**config.mk**
```make
export PLATFORM = sky130hd
export DESIGN_NAME = pipe_muldiv_unit
export DESIGN_NICKNAME = d
export VERILOG_FILES = /design/src/rtl/pipe_muldiv_pkg.sv /design/src/rtl/pipe_muldiv_unit_core.sv /design/src/rtl/pipe_muldiv_unit.sv
export SDC_FILE = /design/constraint.sdc
export NUM_CORES = 1
export LEC_CHECK = 0
export BUFFER_PORTS_ARGS = -buffer_cell sky130_fd_sc_hd__buf_4
export CAP_MARGIN = 20
export CORE_MARGIN = 2
export CORE_UTILIZATION = 50
export DETAILED_ROUTE_END_ITERATION = 8
export PLACE_DENSITY = 0.71
export SLEW_MARGIN = 20
export SYNTH_ARGS = -nofsm -noshare
export SYNTH_HDL_FRONTEND = slang
export SYNTH_HIERARCHICAL = 1
export SYNTH_SLANG_ARGS = --single-unit
```
**constraint.sdc**
```tcl
create_clock -name clk -period 3.8 [get_ports clk]
set_clock_uncertainty 0.1 [all_clocks]
set_input_delay 0 -clock clk [delete_from_list [all_inputs] [get_ports clk]]
set_output_delay 0 -clock clk [all_outputs]
set_load 0.005 [all_outputs]
```
**src/rtl/pipe_muldiv_pkg.sv**
```systemverilog
// Shared definitions for the iterative multiply/divide unit.
//   op codes    : 3-bit operation encoding presented on the op port
//   state_t     : control FSM encoding (IDLE/RUN/FIX)
//   is_iter_op  : true for the multi-cycle MULT/MULTU/DIV/DIVU class
package pipe_muldiv_pkg;

   localparam logic [2:0] OP_MULT  = 3'b000;
   localparam logic [2:0] OP_MULTU = 3'b001;
   localparam logic [2:0] OP_DIV   = 3'b010;
   localparam logic [2:0] OP_DIVU  = 3'b011;
   localparam logic [2:0] OP_MFHI  = 3'b100;
   localparam logic [2:0] OP_MFLO  = 3'b101;
   localparam logic [2:0] OP_MTHI  = 3'b110;
   localparam logic [2:0] OP_MTLO  = 3'b111;

   typedef enum logic [1:0] {
      ST_IDLE = 2'd0,
      ST_RUN  = 2'd1,
      ST_FIX  = 2'd2
   } state_t;

   function automatic logic is_iter_op(input logic [2:0] op);
      return ~op[2];
   endfunction

endpackage

```
**src/rtl/pipe_muldiv_unit_core.sv**
```systemverilog
// muldiv_iter_core: one-bit-per-step unsigned datapath.
//   clk, rst         : clock, synchronous active-high reset
//   start            : load magnitudes and operation kind
//   step             : perform one shift-add (multiply) or restoring-divide step
//   is_div, a_mag, b_mag : operation kind and unsigned operands, sampled on start
//   res_hi, res_lo   : multiply -> {product high, product low}
//                      divide   -> {remainder, quotient}
module muldiv_iter_core
   import pipe_muldiv_pkg::*;
#(
   parameter int XLEN = 32
) (
   input  logic            clk,
   input  logic            rst,
   input  logic            start,
   input  logic            step,
   input  logic            is_div,
   input  logic [XLEN-1:0] a_mag,
   input  logic [XLEN-1:0] b_mag,
   output logic [XLEN-1:0] res_hi,
   output logic [XLEN-1:0] res_lo
);

   logic [XLEN-1:0] acc_q, acc_d;
   logic [XLEN-1:0] lo_q, lo_d;
   logic [XLEN-1:0] b_q, b_d;
   logic            div_q, div_d;
   logic [XLEN:0]   rem_sh;
   logic [XLEN:0]   sum;

   always_comb begin
      acc_d  = acc_q;
      lo_d   = lo_q;
      b_d    = b_q;
      div_d  = div_q;
      rem_sh = {acc_q, lo_q[XLEN-1]};
      sum    = {1'b0, acc_q} + (lo_q[0] ? {1'b0, b_q} : '0);
      if (start) begin
         acc_d = '0;
         lo_d  = a_mag;
         b_d   = b_mag;
         div_d = is_div;
      end else if (step) begin
         if (div_q) begin
            // Restoring divide: a zero divisor always "fits", giving an
            // all-ones quotient and the dividend as remainder.
            if (rem_sh >= {1'b0, b_q}) begin
               acc_d = rem_sh[XLEN-1:0] - b_q;
               lo_d  = {lo_q[XLEN-2:0], 1'b1};
            end else begin
               acc_d = rem_sh[XLEN-1:0];
               lo_d  = {lo_q[XLEN-2:0], 1'b0};
            end
         end else begin
            // Shift-add multiply: multiplier drains out of lo_q's LSB while
            // product bits shift in from the top.
            acc_d = sum[XLEN:1];
            lo_d  = {sum[0], lo_q[XLEN-1:1]};
         end
      end
   end

   always_ff @(posedge clk) begin
      if (rst) begin
         acc_q <= '0;
         lo_q  <= '0;
         b_q   <= '0;
         div_q <= 1'b0;
      end else begin
         acc_q <= acc_d;
         lo_q  <= lo_d;
         b_q   <= b_d;
         div_q <= div_d;
      end
   end

   assign res_hi = acc_q;
   assign res_lo = lo_q;

endmodule

```
**src/rtl/pipe_muldiv_unit.sv**
```systemverilog
// pipe_muldiv_unit: iterative MULT/DIV unit with architectural HI/LO.
//   clk, rst        : clock, synchronous active-high reset
//   issue, op       : muldiv-class instruction valid in ID/EX and its op code
//   src_a, src_b    : forwarded rs/rt operands
//   flush           : abort in-flight op and drop this cycle's issue
//   stall_req       : freeze the pipeline (issue while busy)
//   busy            : iterative op in flight
//   done, div0      : one-cycle pulses after HI/LO update / divide by zero
//   rd_data         : MFHI/MFLO result
//   hi_out, lo_out  : HI and LO registers
//
// state   | meaning
// IDLE    | accepts MF/MT and starts MULT/DIV
// RUN     | XLEN datapath steps in muldiv_iter_core
// FIX     | sign correction, HI/LO write, done pulse next cycle
module pipe_muldiv_unit
   import pipe_muldiv_pkg::*;
#(
   parameter int XLEN = 32
) (
   input  logic            clk,
   input  logic            rst,
   input  logic            issue,
   input  logic [2:0]      op,
   input  logic [XLEN-1:0] src_a,
   input  logic [XLEN-1:0] src_b,
   input  logic            flush,
   output logic            stall_req,
   output logic            busy,
   output logic            done,
   output logic            div0,
   output logic [XLEN-1:0] rd_data,
   output logic [XLEN-1:0] hi_out,
   output logic [XLEN-1:0] lo_out
);

   localparam int CNT_W = $clog2(XLEN) + 1;

   state_t            state_q, state_d;
   logic [CNT_W-1:0]  cnt_q, cnt_d;
   logic [XLEN-1:0]   hi_q, hi_d, lo_q, lo_d, a_raw_q, a_raw_d;
   logic              done_q, done_d, div0_q, div0_d;
   logic              is_div_q, is_div_d, neg_q_q, neg_q_d, neg_r_q, neg_r_d;
   logic              dz_q, dz_d;
   logic              core_start, core_step, signed_op;
   logic [XLEN-1:0]   a_mag, b_mag, core_hi, core_lo;
   logic [2*XLEN-1:0] prod;

   assign signed_op = ~op[0];
   assign a_mag     = (signed_op && src_a[XLEN-1]) ? (~src_a + 1'b1) : src_a;
   assign b_mag     = (signed_op && src_b[XLEN-1]) ? (~src_b + 1'b1) : src_b;
   assign prod      = {core_hi, core_lo};

   muldiv_iter_core #(.XLEN(XLEN)) u_core (
      .clk    (clk),
      .rst    (rst),
      .start  (core_start),
      .step   (core_step),
      .is_div (op[1]),
      .a_mag  (a_mag),
      .b_mag  (b_mag),
      .res_hi (core_hi),
      .res_lo (core_lo)
   );

   always_comb begin
      state_d    = state_q;
      cnt_d      = cnt_q;
      hi_d       = hi_q;
      lo_d       = lo_q;
      a_raw_d    = a_raw_q;
      is_div_d   = is_div_q;
      neg_q_d    = neg_q_q;
      neg_r_d    = neg_r_q;
      dz_d       = dz_q;
      done_d     = 1'b0;
      div0_d     = 1'b0;
      core_start = 1'b0;
      core_step  = 1'b0;
      case (state_q)
         ST_IDLE: begin
            if (issue && !flush) begin
               if (is_iter_op(op)) begin
                  state_d    = ST_RUN;
                  cnt_d      = '0;
                  core_start = 1'b1;
                  is_div_d   = op[1];
                  neg_q_d    = signed_op & (src_a[XLEN-1] ^ src_b[XLEN-1]);
                  neg_r_d    = signed_op & src_a[XLEN-1];
                  dz_d       = (src_b == '0);
                  a_raw_d    = src_a;
               end else if (op == OP_MTHI) begin
                  hi_d = src_a;
               end else if (op == OP_MTLO) begin
                  lo_d = src_a;
               end
            end
         end
         ST_RUN: begin
            core_step = 1'b1;
            cnt_d     = cnt_q + CNT_W'(1);
            if (cnt_q == CNT_W'(XLEN-1)) state_d = ST_FIX;
         end
         ST_FIX: begin
            state_d = ST_IDLE;
            done_d  = 1'b1;
            if (is_div_q) begin
               div0_d = dz_q;
               if (dz_q) begin
                  // Signed divide by zero reports the raw dividend, not
                  // a sign-corrected magnitude.
                  hi_d = a_raw_q;
                  lo_d = '1;
               end else begin
                  lo_d = neg_q_q ? (~core_lo + 1'b1) : core_lo;
                  hi_d = neg_r_q ? (~core_hi + 1'b1) : core_hi;
               end
            end else begin
               {hi_d, lo_d} = neg_q_q ? (~prod + 1'b1) : prod;
            end
         end
         default: state_d = ST_IDLE;
      endcase
      if (flush && state_q != ST_IDLE) begin
         state_d   = ST_IDLE;
         core_step = 1'b0;
         hi_d      = hi_q;
         lo_d      = lo_q;
         done_d    = 1'b0;
         div0_d    = 1'b0;
      end
   end

   always_ff @(posedge clk) begin
      if (rst) begin
         state_q  <= ST_IDLE;
         cnt_q    <= '0;
         hi_q     <= '0;
         lo_q     <= '0;
         a_raw_q  <= '0;
         is_div_q <= 1'b0;
         neg_q_q  <= 1'b0;
         neg_r_q  <= 1'b0;
         dz_q     <= 1'b0;
         done_q   <= 1'b0;
         div0_q   <= 1'b0;
      end else begin
         state_q  <= state_d;
         cnt_q    <= cnt_d;
         hi_q     <= hi_d;
         lo_q     <= lo_d;
         a_raw_q  <= a_raw_d;
         is_div_q <= is_div_d;
         neg_q_q  <= neg_q_d;
         neg_r_q  <= neg_r_d;
         dz_q     <= dz_d;
         done_q   <= done_d;
         div0_q   <= div0_d;
      end
   end

   assign busy      = (state_q != ST_IDLE);
   assign stall_req = issue & busy;
   assign done      = done_q;
   assign div0      = div0_q;
   assign hi_out    = hi_q;
   assign lo_out    = lo_q;

   // MF* reads only complete in IDLE; a stalled read is re-presented later.
   always_comb begin
      rd_data = '0;
      if (issue && !busy && !flush) begin
         if (op == OP_MFHI)      rd_data = hi_q;
         else if (op == OP_MFLO) rd_data = lo_q;
      end
   end

endmodule
```
==> summary.md, run 1 <==
| Metric | Value |
|---|---|
| Worst reg2reg path startpoint | u_core/b_q[26]$_SDFFE_PP0P_ |
| Max Freq | 276 MHz |
| Die area | 36800 um^2 |
| Commonest non-fill, non-tap cell in the layout | nor2_1 |
| Core area | 34600 um^2 |
| GRT Resource Usage Total | 38.7% |
| Reg2Reg Depth | 10 |
| RePlAce Congestion | 0.980 |
| Setup TNS | 0 ps |
| CP Launch Point | u_core/b_q[26]$_SDFFE_PP0P_ |
| Worst Hold Class | input pin to flip-flop |
| Worst setup EP type | flip-flop |
| Hold Vio Cnt, Final | 0 |
| Status | finished clean |
| Layout fillers | 3126 |
| CTS Buf Count | 27 |
| Vias in the first global route | 19300 |
| Initial Util | 51.0% |
| Register area | 4150 um^2 |
| Minimum clock period | 3620 ps |
| Power Density | 315 nW/um^2 |
| Area occupied by multi-input gates | 12400 um^2 |
| Mapped Cells | 2433 |
| Endpoints failing setup | 0 |
| Final slew viol count | 0 |
| Critical Path Fanout Max | 18 |
| Initial antenna violation count | 2 |
| Hold_ws | 169 ps |
| Max-cap violation count | 0 |
| Via Count | 20200 |
| Data required, critical path | 4150 ps |
| Ys Warns | 6 |
| Drt drc | 0 |
| Rows | 68 |
| Crit path to | u_core/res_hi[24]$_SDFFE_PP0P_ |
| RSZ-0062 raised after global routing | false |
| CTS Buffer Depth | 3 |
| Netlist cell types | 93 |
| Post-synthesis net count | 2575 |
| Antenna diode count | 0 |
| Commonest cells after routing, fill and taps aside | nor2_1 (282), buf_4 (255), a21oi_1 (234) |
| Sink Count | 207 |
| Vias per cell | 6.55 |
| Pin count of the biggest net entering global routing | 136 |
| Syn-to-layout area delta | 20.0% |
| Clock-pin slew of the registers on the worst-case setup and hold paths | 60 ps |
| Mean Syn Cell Area | 7.25 um^2 |
| Clock root cell | clkbuf_16 |
| Ports | 171 |
| Crit path arrival time | 3960 ps |
| Final ANT Viol Nets | 0 |
| R2R Setup Slk | 180 ps |
| Post-DP HPWL | 53100 um |
| Starting DRT DRC Count | 2103 |
| Final wirelength | 73200 um |
| Worst skew pair latency | 580 ps |
| Sequential area share after synthesis | 23.5% |
| H-tree depth | 1 |
| Least-Margin Pin Slew | 1010 ps |
| EDFF count, synth | 0 |
| Final core utilization | 61.2% |
| Maximum vdd drop | 0.000341 V |
| Nets | 2759 |
| Lkg Pwr | 8.28 nW |
| Nature of the critical path startpoint | flip-flop |
| GR Overflow Total | 0 |
| Synthesized area | 17600 um^2 |
| Die width | 192 um |
| Number of synthesized register bits | 207 |
| Share of layout cells above drive strength 1 | 13.2% |
| Routed WL per cell | 23.7 um |
| Share of synthesized flip-flops with an asynchronous set or reset | 0% |
| Kind of critical path | flip-flop to flip-flop |
| Synth area leader | dfxtp_1 |
| Slew Limit Headroom | 32.9% |
| Port Buf Inserts | 170 |
| Synth top area share | 23.5% |
| Ranking of synthesized cells by area | dfxtp_1 (23%), a21oi_1 (6.6%), nor2_1 (6.0%) |
| Global-route wire length before repair | 111000 um |
| Chip height | 192 um |
| Final worst-path cycle share | 95.2% |
| # resized after CTS | 0 |
| Main synth FF type | dfxtp_1 |
| Reg2reg end | u_core/res_hi[24]$_SDFFE_PP0P_ |
| Pre-antenna DRT Iters | 8 |
| CTS tree | done |
## routing by layer
metal	GRT usage (%)	routed length [um]	up-vias	part of all wire, %
li1	-	-	9264	-
met1	47.1	28800	9548	39
met4	20.1	3950	0	5.4
met5	0	0	-	0
met2	65.4	33900	1151	46
met3	6.43	6520	267	8.9
## where the power goes
| group | internal, W | switching, W |
|---|---|---|
| sequential | 0.00223 | 0.0000854 |
| clock | 0.00152 | 0.00109 |
| combinational | 0.000665 | 0.00108 |
## final cells by class
class	instances	share of cell area, %
Sequential cell	207	19.6
Clock inverter	14	0.750
Clock buffer	33	3.34
Inverter	76	1.36
Multi-Input combinational cell	1958	58.8
Timing Repair Buffer	347	13.5
Tap cell	455	2.69
## worst min-delay path by stage
stage                     startpoint                        to  slack (ps)  depth (start not counted)
after CTS                   src_a[4]   a_raw_q[4]$_SDFFE_PP0P_         150                          4
after global placement         flush   state_q[1]$_SDFFE_PP0P_         160                          2
after detailed placement       flush   state_q[1]$_SDFFE_PP0P_         170                          2
final                       src_a[1]   a_raw_q[1]$_SDFFE_PP0P_         170                          4
after floorplan                flush   state_q[1]$_SDFFE_PP0P_         -20                          1
after global routing       src_a[30]  a_raw_q[30]$_SDFFE_PP0P_         180                          4
## logic make-up after synthesis
| kind of cell | count (synthesis) | synth area share (%) |
|---|---|---|
| flip-flops | 207 | 23.5 |
| AND/OR/NAND/NOR | 878 | 24.1 |
| multiplexers | 84 | 4.79 |
| AO/OA/AOI/OAI | 775 | 28.9 |
| XOR/XNOR | 150 | 7.45 |
| adder cells (fa/ha/maj) | 71 | 5.12 |
| buffers and inverters | 268 | 6.13 |
## what timing repair did
item,in CTS,in global routing
endpoints found under the hold margin,170,0
buffers inserted,0,0
hold buffers,89,0
## critical path, cell delays in order (launching register included)
cell and delay [ps]:
dfxtp_1 370, inv_1 80, ha_1 470, nand4_1 320
nor4_1 380, nand4_1 130, or4_1 440, and2_1 420
nand2_4 360, nand3_1 130, a32o_1 300
## sequential cells by signal (all words and copies together), names as in the netlist
name and cells:
u_core/res_lo 32, a_raw_q 32, lo_out 32, done 1, state_q 2, u_core/res_hi 32, neg_q_q 1, cnt_q 6
u_core/b_q 32, div0 1, neg_r_q 1, is_div_q 1, hi_out 32, u_core/div_q 1, dz_q 1
## per-stage QoR
| stage | instance area (um^2) | setup WS (ps) | cells | total power, W |
|---|---|---|---|---|
| 2_1_floorplan | 17600 | 620 | 2433 | 0.00344 |
| 3_3_place_gp | 19400 | 313 | 2954 | 0.00395 |
| 3_5_place_dp | 19400 | 288 | 2954 | 0.00396 |
| 4_1_cts | 21200 | 271 | 3090 | 0.00662 |
| 5_1_grt | 21200 | 26.7 | 3090 | 0.00688 |
| 6_report | 21200 | 182 | 3090 | 0.00667 |
## Yosys cell counts (all sizes together), types with 27 or more instances
master  instances
inv            75
buf            37
clkbuf        155
nor2          284
xnor2         106
mux2i          80
nand4          28
xor2           44
o31ai          30
a31oi          33
a21o           29
and2           50
o21ai         133
ha             69
dfxtp         207
nand2         226
nand3          51
or3            31
a211oi         59
nor4           27
nor3           57
o221ai         28
a21oi         236
a22oi          35
(Power assumes the default switching activity.)
==> run 2: changes to the inputs <==
- REMOVE_ABC_BUFFERS: not set -> 1
- SYNTH_HIERARCHICAL: 1 -> not set
==> summary.md, run 2 <==
| Metric | Value |
|---|---|
| Post-DP HPWL | 40600 um |
| Pre-antenna DRT Iters | 5 |
| Max-cap violation count | 0 |
| Max Freq | 276 MHz |
| R2R Setup Slk | 170 ps |
| Number of synthesized register bits | 206 |
| CTS tree | done |
| Nature of the critical path startpoint | flip-flop |
| Routed WL per cell | 19.3 um |
| RePlAce Congestion | 0.973 |
| Worst Hold Class | input pin to flip-flop |
| Drt drc | 0 |
| Nets | 2638 |
| Clock root cell | clkbuf_16 |
| Die area | 34600 um^2 |
| Ranking of synthesized cells by area | dfxtp_1 (25%), a21oi_1 (6.4%), nor2_1 (6.2%) |
| Sequential area share after synthesis | 24.9% |
| Chip height | 186 um |
| Ys Warns | 0 |
| CTS Buffer Depth | 3 |
| Syn-to-layout area delta | 23.3% |
| Worst skew pair latency | 560 ps |
| Data required, critical path | 4140 ps |
| Lkg Pwr | 8.04 nW |
| Largest delay contributor family on the critical path | compound AO/OA/AOI/OAI gates |
| Maximum vdd drop | 0.000326 V |
| Die width | 186 um |
| Worst path depth | 15 |
| Vias in the first global route | 16500 |
| Net Sw Frac | 31.4% |
| Status | finished clean |
| Crit path to | u_core.res_hi[31]$_SDFFE_PP0P_ |
| Final slew viol count | 0 |
| Synth area leader | dfxtp_1 |
| Reg2reg end | u_core.res_hi[31]$_SDFFE_PP0P_ |
| CTS Buf Count | 26 |
| Least-Margin Pin Slew | 896 ps |
| Sink Count | 206 |
| Final ANT Viol Nets | 0 |
| Critical Path Fanout Max | 12 |
| Antenna diode count | 0 |
| Slew Limit Headroom | 40.3% |
| EDFF count, synth | 0 |
| CP Launch Point | u_core.res_lo[0]$_SDFFE_PP0P_ |
| Logic pwr share | 24.1% |
| Hold path depth | 4 |
| Clock-pin slew of the registers on the worst-case setup and hold paths | 60 ps |
| Ports | 171 |
| Hold Vio Cnt, Final | 0 |
| Max stage delay on crit path | 460 ps |
| Initial antenna violation count | 1 |
| Core area | 32500 um^2 |
| GRT Resource Usage Total | 32.3% |
| Share of synthesized flip-flops with an asynchronous set or reset | 0% |
| Flop pwr share | 35.4% |
| Most used standard cell by instance count after synthesis | nor2_1 |
| Share of layout cells above drive strength 1 | 14.5% |
| Commonest non-fill, non-tap cell in the layout | nor2_1 |
| Main synth FF type | dfxtp_1 |
| Worst setup EP type | flip-flop |
| Pint | 0.00450 W |
| Rows | 66 |
| Mapped Cells | 2289 |
| Pin count of the biggest net entering global routing | 79 |
| WP buf/inv | 3 |
| Mean Syn Cell Area | 7.23 um^2 |
| RSZ-0062 raised after global routing | false |
| Net Sw Power | 0.00206 W |
| Crit path arrival time | 3970 ps |
| Port Buf Inserts | 170 |
| CP cell instances | inv_2 -> buf_12 -> nor2_1 -> ha_1 -> a21o_1 -> a31o_2 -> or4b_1 -> o211ai_1 -> buf_4 -> a21oi_1 -> a41oi_2 -> nor2b_4 -> o21ai_0 -> a211o_1 -> a32o_1 |
| Pwr Total | 0.00656 W |
| Commonest cells post-synth | nor2_1 (274), nand2_1 (248), a21oi_1 (211) |
| Initial Util | 50.8% |
| GR Overflow Total | 0 |
| Commonest cells after routing, fill and taps aside | nor2_1 (273), buf_4 (257), nand2_1 (248) |
| Vias per cell | 6.07 |
| Netlist cell types | 79 |
| Via Count | 18000 |
| Kind of critical path | flip-flop to flip-flop |
| Final worst-path cycle share | 95.5% |
| Final core utilization | 62.7% |
| Minimum clock period | 3630 ps |
| Starting DRT DRC Count | 1618 |
| Power Density | 322 nW/um^2 |
| Synthesized area | 16500 um^2 |
| Global-route wire length before repair | 89600 um |
| Clock share of power | 40.6% |
| Worst reg2reg path startpoint | u_core.res_lo[0]$_SDFFE_PP0P_ |
| Endpoints failing setup | 0 |
| Synth top area share | 24.9% |
| Final wirelength | 57000 um |
| Reg2Reg Depth | 15 |
| H-tree depth | 1 |
| Worst path slowest cell | or4b_1 |
[run 2: changes by cell type after synthesis, moves of 12 or more]
cell,change
a211oi_1,+18
a21oi_1,-23
a31oi_1,-13
and2_1,-41
mux2_2,+12
mux2i_1,-25
nand2_1,+23
nand3_1,-18
nand4_1,-12
o21ai_0,+51
o21ai_1,-16
[run 2: metal layers]
layer | vias up | part of all wire, % | GRT usage [%]
met5 | - | 0 | 0
met4 | 0 | 4.5 | 14.3
met3 | 125 | 7.4 | 4.11
met2 | 760 | 45 | 52.1
met1 | 8360 | 43 | 43.2
li1 | 8715 | - | -
[run 2: cells by family after synthesis]
group | count (synthesis) | synth area share (%)
xor gates and xnor gates | 164 | 8.68
muxes | 70 | 4.35
adders and majority gates | 71 | 5.46
AOI/OAI and AO/OA | 748 | 29.1
DFF | 206 | 24.9
and+or+nand+nor | 780 | 21.6
buffers and inverters | 250 | 5.91
[run 2: worst min-delay path by stage]
| stage | end | startpoint | slack (ps) |
|---|---|---|---|
| after global placement | state_q[0]$_SDFFE_PP0P_ | flush | 170 |
| final | a_raw_q[18]$_SDFFE_PP0P_ | src_a[18] | 190 |
| after floorplan | hi_out[29]$_SDFFE_PP0P_ | rst | -30 |
| after global routing | a_raw_q[18]$_SDFFE_PP0P_ | src_a[18] | 210 |
| after detailed placement | state_q[0]$_SDFFE_PP0P_ | flush | 180 |
| after CTS | a_raw_q[18]$_SDFFE_PP0P_ | src_a[18] | 180 |
[run 2: layout make-up]
type,count,area [um^2]
flip-flops and latches,206,4130
clock inverters,14,188
clock buffers,34,721
well taps,442,553
inverters,64,240
fillers,2916,12100
multi-input cells,1833,11500
repair buffers,365,3040
[run 2: power by group through the flow]
stage / combinational, W / clock (W) / sequential [W]
floorplan: 0.000900 / 0 / 0.00236
global placement: 0.00142 / 0 / 0.00236
detailed placement: 0.00143 / 0 / 0.00237
CTS: 0.00153 / 0.00269 / 0.00232
global route: 0.00170 / 0.00277 / 0.00233
finish: 0.00158 / 0.00266 / 0.00232
[run 2: worst min-delay path: stages]
cell	delay (ps)
dlygate4sd3_1	540
buf_4	160
nand2_1	60
a21oi_1	50
[run 2: per-stage QoR]
stage | std cells | setup WS [ps] | hold slack, ps | cell area (um^2) | TNS (ps)
after floorplan | 2103 | -4070 | -31.1 | 15800 | -317490
after global placement | 2804 | 207 | 174 | 18400 | 0
after detailed placement | 2804 | 137 | 179 | 18400 | 0
after CTS | 2957 | 102 | 183 | 20300 | 0
after global routing | 2958 | 3.17 | 214 | 20400 | 0
final | 2958 | 170 | 194 | 20400 | 0
[run 2: timing repair]
action | 4_1_cts | 5_1_grt
buffers inserted | 0 | 1
hold endpoints to repair | 175 | 0
endpoints found under the setup margin | 0 | 13
hold buffers | 105 | 0
resized for setup | 0 | 7
